--- config.mk ---
export PLATFORM = sky130hd
export DESIGN_NAME = dcache_responder
export DESIGN_NICKNAME = d
export VERILOG_FILES = /design/src/rtl/dcache_pkg.sv /design/src/rtl/dcache_array.sv /design/src/rtl/dcache_responder.sv
export SDC_FILE = /design/constraint.sdc
export NUM_CORES = 2
export LEC_CHECK = 0
export CAP_MARGIN = 20
export CORE_MARGIN = 2
export CORE_UTILIZATION = 35
export CTS_BUF_LIST = sky130_fd_sc_hd__clkbuf_8 sky130_fd_sc_hd__clkbuf_16
export DETAILED_ROUTE_END_ITERATION = 10
export GPL_TIMING_DRIVEN = 0
export PLACE_DENSITY = 0.49
export RECOVER_POWER = 100
export SYNTH_ARGS = -nofsm -noshare
export SYNTH_HDL_FRONTEND = slang
export SYNTH_SLANG_ARGS = --single-unit
--- constraint.sdc ---
create_clock -name clk -period 7.2 [get_ports clk]
set_input_delay 1.44 -clock clk [delete_from_list [all_inputs] [get_ports clk]]
set_output_delay 1.44 -clock clk [all_outputs]
set_load 0.01 [all_outputs]
--- src/rtl/dcache_pkg.sv ---
// Shared types and width helpers for the blocking write-back data cache.
package dcache_pkg;

  localparam int unsigned DEF_LINE_BYTES = 16;
  localparam int unsigned DEF_NUM_SETS   = 16;
  localparam int unsigned ADDR_W         = 32;
  localparam int unsigned WORD_W         = 32;

  typedef enum logic [1:0] {
    IDLE      = 2'd0,
    COMPARE   = 2'd1,
    WRITEBACK = 2'd2,
    ALLOCATE  = 2'd3
  } state_t;

  function automatic int unsigned off_bits(input int unsigned line_bytes);
    return $clog2(line_bytes);
  endfunction

  function automatic int unsigned idx_bits(input int unsigned num_sets);
    return $clog2(num_sets);
  endfunction

  function automatic int unsigned tag_bits(input int unsigned line_bytes, input int unsigned num_sets);
    return ADDR_W - off_bits(line_bytes) - idx_bits(num_sets);
  endfunction

  // Word-select width; kept at least one bit so single-word lines still elaborate.
  function automatic int unsigned sel_bits(input int unsigned line_bytes);
    return (line_bytes > 4) ? $clog2(line_bytes / 4) : 1;
  endfunction

endpackage

--- src/rtl/dcache_array.sv ---
// Tag/valid/dirty/data storage: combinational read, synchronous line-refill and word-merge writes.
module dcache_array
  import dcache_pkg::*;
#(
  parameter  int unsigned LINE_BYTES = DEF_LINE_BYTES,
  parameter  int unsigned NUM_SETS   = DEF_NUM_SETS,
  localparam int unsigned IDX        = idx_bits(NUM_SETS),
  localparam int unsigned TAG        = tag_bits(LINE_BYTES, NUM_SETS),
  localparam int unsigned SEL        = sel_bits(LINE_BYTES),
  localparam int unsigned LINE_W     = 8 * LINE_BYTES
) (
  input  logic              clk,
  input  logic              reset,
  input  logic [IDX-1:0]    rd_idx,
  output logic              rd_valid,
  output logic              rd_dirty,
  output logic [TAG-1:0]    rd_tag,
  output logic [LINE_W-1:0] rd_line,
  input  logic              line_we,
  input  logic [IDX-1:0]    line_idx,
  input  logic [TAG-1:0]    line_tag,
  input  logic [LINE_W-1:0] line_data,
  input  logic              word_we,
  input  logic [IDX-1:0]    word_idx,
  input  logic [SEL-1:0]    word_sel,
  input  logic [WORD_W-1:0] word_data
);

  localparam int unsigned WORDS = LINE_BYTES / 4;

  logic [NUM_SETS-1:0] valid_q;
  logic [NUM_SETS-1:0] dirty_q;
  logic [TAG-1:0]      tag_q  [NUM_SETS];
  logic [LINE_W-1:0]   data_q [NUM_SETS];

  assign rd_valid = valid_q[rd_idx];
  assign rd_dirty = dirty_q[rd_idx];
  assign rd_tag   = tag_q[rd_idx];
  assign rd_line  = data_q[rd_idx];

  // Only the state bits are reset; stale tags/data are harmless once valid is clear.
  always_ff @(posedge clk) begin
    if (reset) begin
      valid_q <= '0;
      dirty_q <= '0;
    end else if (line_we) begin
      valid_q[line_idx] <= 1'b1;
      dirty_q[line_idx] <= 1'b0;
    end else if (word_we) begin
      dirty_q[word_idx] <= 1'b1;
    end
  end

  always_ff @(posedge clk) begin
    if (line_we) begin
      tag_q[line_idx]  <= line_tag;
      data_q[line_idx] <= line_data;
    end else if (word_we) begin
      for (int w = 0; w < WORDS; w++) begin
        if (word_sel == SEL'(w)) data_q[word_idx][w*WORD_W +: WORD_W] <= word_data;
      end
    end
  end

endmodule

--- src/rtl/dcache_responder.sv ---
// Blocking direct-mapped write-back/write-allocate data cache front end for the MEM stage.
// Optional DCACHE_STATS_EN adds saturating hit/miss counters.
module dcache_responder
  import dcache_pkg::*;
#(
  parameter  int unsigned LINE_BYTES = DEF_LINE_BYTES,
  parameter  int unsigned NUM_SETS   = DEF_NUM_SETS,
  localparam int unsigned LINE_W     = 8 * LINE_BYTES
) (
  input  logic              clk,
  input  logic              reset,
  input  logic              is_input_valid,
  input  logic [31:0]       addr,
  input  logic              mem_rw,
  input  logic [31:0]       din,
  output logic              is_ready,
  output logic              is_output_valid,
  output logic [31:0]       dout,
  output logic              is_hit,
  output logic              mem_req_valid,
  input  logic              mem_req_ready,
  output logic              mem_req_write,
  output logic [31:0]       mem_req_addr,
  output logic [LINE_W-1:0] mem_req_wdata,
  input  logic              mem_resp_valid,
  input  logic [LINE_W-1:0] mem_resp_rdata
`ifdef DCACHE_STATS_EN
  ,
  output logic [31:0]       hit_count,
  output logic [31:0]       miss_count
`endif
);

  localparam int unsigned OFF   = off_bits(LINE_BYTES);
  localparam int unsigned IDX   = idx_bits(NUM_SETS);
  localparam int unsigned TAG   = tag_bits(LINE_BYTES, NUM_SETS);
  localparam int unsigned SEL   = sel_bits(LINE_BYTES);
  localparam int unsigned WORDS = LINE_BYTES / 4;

  state_t state_q, state_d;

  logic [31:0] req_addr_q, req_din_q;
  logic        req_rw_q;
  logic        capture;

  logic              ready_d, ovalid_d, hit_d;
  logic [31:0]       dout_d;
  logic              mreq_valid_d, mreq_write_d;
  logic [31:0]       mreq_addr_d;
  logic [LINE_W-1:0] mreq_wdata_d;

  logic [31:0]       lk_addr;
  logic [IDX-1:0]    lk_idx;
  logic [TAG-1:0]    lk_tag;
  logic [SEL-1:0]    lk_sel;
  logic              rd_valid, rd_dirty, lk_hit;
  logic [TAG-1:0]    rd_tag;
  logic [LINE_W-1:0] rd_line;
  logic [31:0]       lk_word, refill_word;
  logic              line_we, word_we;

  // In IDLE the lookup uses the incoming request so a hit response can be registered at acceptance.
  assign lk_addr     = (state_q == IDLE) ? addr : req_addr_q;
  assign lk_idx      = IDX'(lk_addr >> OFF);
  assign lk_tag      = TAG'(lk_addr >> (OFF + IDX));
  assign lk_sel      = (WORDS > 1) ? SEL'(lk_addr >> 2) : '0;
  assign lk_hit      = rd_valid && (rd_tag == lk_tag);
  assign lk_word     = WORD_W'(rd_line >> {lk_sel, 5'b0});
  assign refill_word = WORD_W'(mem_resp_rdata >> {lk_sel, 5'b0});

  dcache_array #(
    .LINE_BYTES (LINE_BYTES),
    .NUM_SETS   (NUM_SETS)
  ) u_array (
    .clk       (clk),
    .reset     (reset),
    .rd_idx    (lk_idx),
    .rd_valid  (rd_valid),
    .rd_dirty  (rd_dirty),
    .rd_tag    (rd_tag),
    .rd_line   (rd_line),
    .line_we   (line_we),
    .line_idx  (lk_idx),
    .line_tag  (lk_tag),
    .line_data (mem_resp_rdata),
    .word_we   (word_we),
    .word_idx  (lk_idx),
    .word_sel  (lk_sel),
    .word_data (req_din_q)
  );

  always_comb begin
    state_d      = state_q;
    ready_d      = 1'b0;
    ovalid_d     = 1'b0;
    hit_d        = 1'b0;
    dout_d       = '0;
    mreq_valid_d = mem_req_valid;
    mreq_write_d = mem_req_write;
    mreq_addr_d  = mem_req_addr;
    mreq_wdata_d = mem_req_wdata;
    capture      = 1'b0;
    line_we      = 1'b0;
    word_we      = 1'b0;
    case (state_q)
      IDLE: begin
        ready_d = 1'b1;
        if (is_input_valid && is_ready) begin
          capture = 1'b1;
          ready_d = 1'b0;
          state_d = COMPARE;
          if (lk_hit) begin
            ovalid_d = 1'b1;
            hit_d    = 1'b1;
            dout_d   = mem_rw ? '0 : lk_word;
          end
        end
      end
      COMPARE: begin
        if (lk_hit) begin
          word_we = req_rw_q;
          ready_d = 1'b1;
          state_d = IDLE;
        end else begin
          mreq_valid_d = 1'b1;
          if (rd_valid && rd_dirty) begin
            state_d      = WRITEBACK;
            mreq_write_d = 1'b1;
            mreq_addr_d  = {rd_tag, lk_idx, {OFF{1'b0}}};
            mreq_wdata_d = rd_line;
          end else begin
            state_d      = ALLOCATE;
            mreq_write_d = 1'b0;
            mreq_addr_d  = {lk_tag, lk_idx, {OFF{1'b0}}};
          end
        end
      end
      WRITEBACK: begin
        if (mem_req_valid) begin
          if (mem_req_ready) mreq_valid_d = 1'b0;
        end else if (mem_resp_valid) begin
          state_d      = ALLOCATE;
          mreq_valid_d = 1'b1;
          mreq_write_d = 1'b0;
          mreq_addr_d  = {lk_tag, lk_idx, {OFF{1'b0}}};
        end
      end
      ALLOCATE: begin
        if (mem_req_valid) begin
          if (mem_req_ready) mreq_valid_d = 1'b0;
        end else if (mem_resp_valid) begin
          // The refilled line is known to hit, so the late response goes out as COMPARE is entered.
          line_we  = 1'b1;
          state_d  = COMPARE;
          ovalid_d = 1'b1;
          dout_d   = req_rw_q ? '0 : refill_word;
        end
      end
      default: state_d = IDLE;
    endcase
  end

  always_ff @(posedge clk) begin
    if (reset) begin
      state_q         <= IDLE;
      is_ready        <= 1'b0;
      is_output_valid <= 1'b0;
      is_hit          <= 1'b0;
      dout            <= '0;
      mem_req_valid   <= 1'b0;
      mem_req_write   <= 1'b0;
      mem_req_addr    <= '0;
      mem_req_wdata   <= '0;
      req_addr_q      <= '0;
      req_din_q       <= '0;
      req_rw_q        <= 1'b0;
    end else begin
      state_q         <= state_d;
      is_ready        <= ready_d;
      is_output_valid <= ovalid_d;
      is_hit          <= hit_d;
      dout            <= dout_d;
      mem_req_valid   <= mreq_valid_d;
      mem_req_write   <= mreq_write_d;
      mem_req_addr    <= mreq_addr_d;
      mem_req_wdata   <= mreq_wdata_d;
      if (capture) begin
        req_addr_q <= addr;
        req_din_q  <= din;
        req_rw_q   <= mem_rw;
      end
    end
  end

`ifdef DCACHE_STATS_EN
  always_ff @(posedge clk) begin
    if (reset) begin
      hit_count  <= '0;
      miss_count <= '0;
    end else if (is_output_valid) begin
      if (is_hit) begin
        if (hit_count != '1) hit_count <= hit_count + 32'd1;
      end else begin
        if (miss_count != '1) miss_count <= miss_count + 32'd1;
      end
    end
  end
`endif

endmodule

==> impl_metrics.env <==
export IMPL_grt_first_pass_wirelength_um=665000
export IMPL_power_density_cell_area_nw_per_um2=346
export IMPL_initial_utilization_pct=35.2
export IMPL_path_clk_slew_ns=0.06
export IMPL_int_power_w=0.0291
export IMPL_core_region_area_um2=312000
export IMPL_timing_critical_path_from_type="input port"
export IMPL_worst_skew_pair_late_latency_ns=0.96
export IMPL_worst_slack_ns=-0.299
export IMPL_num_io_pins=395
export IMPL_pwr_share_comb_pct=29.2
export IMPL_cts_htree_levels=5
export IMPL_port_buffers=388
export IMPL_power_switching_w=0.0168
export IMPL_placed_instance_area_um2=124000
export IMPL_synthDistinctLibCells=56
export IMPL_fin_skew_ns=0.0781
export IMPL_setup_tns_ns=-1.33
export IMPL_timing_hold_violations_final=0
export IMPL_fraction_of_layout_instances_using_a_drive_strength_above_1_pct=11.5
export IMPL_cap_viol_max_count=26
export IMPL_power_frac_seq_pct=38.2
export IMPL_worst_slew_pin_transition_ns=2.66
export IMPL_synth_seq_area_share_pct=71.9
export IMPL_synth_seq_cells=2722
export IMPL_die_height_um=564
export IMPL_power_total_w=0.0459
export IMPL_clock_tree_from_tritoncts="done"
export IMPL_synth_async_sr_flop_share_pct=0
export IMPL_fmax_mhz=133
export IMPL_antenna_violating_nets_post_route=0
export IMPL_synth_yosys_warnings=0
export IMPL_overflow=0
export IMPL_netlist_instances=8646
export IMPL_timing_critical_path_fanout_max=10
export IMPL_dr_first_iter_drc_count=12100
export IMPL_first_global_vias=75600
export IMPL_worstSetupEndpointType="flip-flop"
export IMPL_worstSetupPathType="in -> reg"
export IMPL_maxSlewViolCount=394
export IMPL_finalSetupViolCount=17
export IMPL_post_drt_via_cell_ratio=5.80
export IMPL_hpwlAfterDp_um=362000
export IMPL_route_detailed_wl_per_inst_um=35.8
export IMPL_hold_path_class="reg -> reg"
export IMPL_worst_ir_drop_vdd_v=0.000204
export IMPL_drt_drc_violations_left=0
export IMPL_static_leakage_power_nw=47.2
export IMPL_run_status="finished with violations"
export IMPL_final_area_um2=133000
export IMPL_globalRouteTotalUtil_pct=30.9
export IMPL_clock_path_buffers=4
export IMPL_violated_checks="max-capacitance violations, max-slew violations, negative setup slack"
export IMPL_cts_sink_count=2722
export IMPL_die_width_um=564
export IMPL_timing_critical_path_required_ns=7.94
export IMPL_syn_area_um2=110000
export IMPL_cp_arrival_ns=8.23
export IMPL_die_area_um2=318000
export IMPL_cts_root_buffer_cell="clkbuf_16"
export IMPL_tcrit_tclk_final_pct=104
export IMPL_finalNetCount=9880
export IMPL_clock_power_share_pct=32.7
export IMPL_layout_overhead_on_the_synthesized_area_pct=20.9
export IMPL_grt_max_degree=24
export IMPL_rows=205
export IMPL_sw_frac_of_total_pct=36.6
export IMPL_worst_slew_margin_rel_pct=-78.3
export IMPL_postSynthAreaPerCell_um2=12.7
export IMPL_drt_first_pass_iters=6
export IMPL_dr_total_vias=81800
export IMPL_synth_edff_count=2432
export IMPL_antenna_found_initial=45
export IMPL_cts_made_buffers=302
export IMPL_post_place_ws_ns=-2.33
export IMPL_wirelength_um=504000
export IMPL_gp_congestion=0.965
export IMPL_post_route_min_period_ns=7.50
export IMPL_ys_dominant_reg_cell="edfxtp_1"
[worst paths after layout]
kind	startpoint	end	slack [ns]	cells past startpoint
worst max-delay path	addr[5]	dout[1]	-0.30	15
worst min-delay path	req_addr_q[18]	req_addr_q[18]	0.45	2
worst max register to register	state_q[0]	dout[30]	-0.17	18
worst min register to register	req_addr_q[18]	req_addr_q[18]	0.45	2
[power groups by stage]
stage / combinational (W) / clock [W] / sequential [W]
finish: 0.0134 / 0.0150 / 0.0175
global route: 0.0135 / 0.0156 / 0.0175
CTS: 0.0129 / 0.0150 / 0.0175
detailed placement: 0.0129 / 0 / 0.0179
global placement: 0.0117 / 0 / 0.0179
floorplan: 0.00525 / 0 / 0.0178
[registers in the layout, summed over array words and instances (netlist names), named ones only]
name and count:
u_array.data_q 2048, u_array.tag_q 384, mem_req_wdata 128, dout 32
req_din_q 32, req_addr_q 30, mem_req_addr 28, u_array.valid_q 16
state_q 2, is_hit 1, is_output_valid 1, is_ready 1
mem_req_valid 1, mem_req_write 1, req_rw_q 1
[cells in the mapped netlist, types with 60 or more instances]
master	instances	area, um^2
dfxtp_1	290	5810
nand3_1	1033	5170
clkbuf_1	481	1810
mux2_2	88	991
nand2_1	2258	8480
mux2i_1	192	1920
edfxtp_1	2432	73000
o21bai_1	217	1630
mux4_2	95	2140
nor2_1	322	1210
nor4_1	148	926
a21oi_1	593	2970
mux2_1	60	676
[kinds of logic after synthesis]
kind of cell | Yosys count | share of synthesized area, %
XOR/XNOR | 24 | 0.192
flip-flops | 2722 | 71.9
AND/OR/NAND/NOR | 3861 | 15.0
adder cells (fa/ha/maj) | 4 | 0.0456
other | 1 | 0.00342
buffers and inverters | 624 | 2.28
AO/OA/AOI/OAI | 974 | 5.32
multiplexers | 436 | 5.24
[per-stage QoR]
stage	hold slack, ns	utilization, %	std cells
final	0.452	42.5	14100
after global routing	0.473	42.5	14100
after CTS	0.452	43.0	14000
after detailed placement	0.444	39.7	13400
after global placement	0.440	38.1	13200
after floorplan	0.434	-	8649
[placed cells by master (no fill, tap or decap), types with 194 or more instances in the layout]
cell type,instances
a21oi_1,593
clkdlybuf4s50_1,194
o21bai_1,217
nand2_1,2258
edfxtp_1,2432
nand3_1,1033
dlygate4sd3_1,194
nor2_1,286
clkbuf_16,305
clkbuf_1,483
dfxtp_1,290
[area by class of cell]
class                   instances  area (um^2)
fillers                     29100       179000
flip-flops and latches       2722        78800
multi-input cells            5305        29400
clock buffers                 317         7800
repair buffers                725         7140
well taps                    4140         5180
plain buffers                 596         2450
clock inverters               226         1630
inverters                      26         97.6
diodes                         31         77.6
[worst max-delay path: stages]
cell             delay [ns]
clkdlybuf4s50_1        0.59
mux2_2                 0.19
buf_2                  0.28
buf_4                  0.36
buf_2                  0.32
clkbuf_1               0.56
clkbuf_2               0.83
clkbuf_1               0.91
nand2_1                0.11
nand3_1                0.12
a21oi_1                0.09
nor4_1                 1.04
mux4_2                 0.46
a22oi_1                0.09
nor2_1                 0.79
[what timing repair did]
item,4_1_cts,5_1_grt
gates cloned,0,2
gates resized for setup,28,22
hold buffers,0,0
pin swaps,27,4
setup buffers,58,6
endpoints found under the setup margin,3980,776
[routing by layer]
metal | vias up | wire length [um] | global-route usage, %
li1 | 33600 | - | -
met1 | 41600 | 191000 | 40.1
met2 | 5403 | 220000 | 46.6
met3 | 1187 | 53900 | 6.94
met4 | 18 | 38900 | 20.0
met5 | - | 120 | 0
Power figures use the tool's default switching activity.
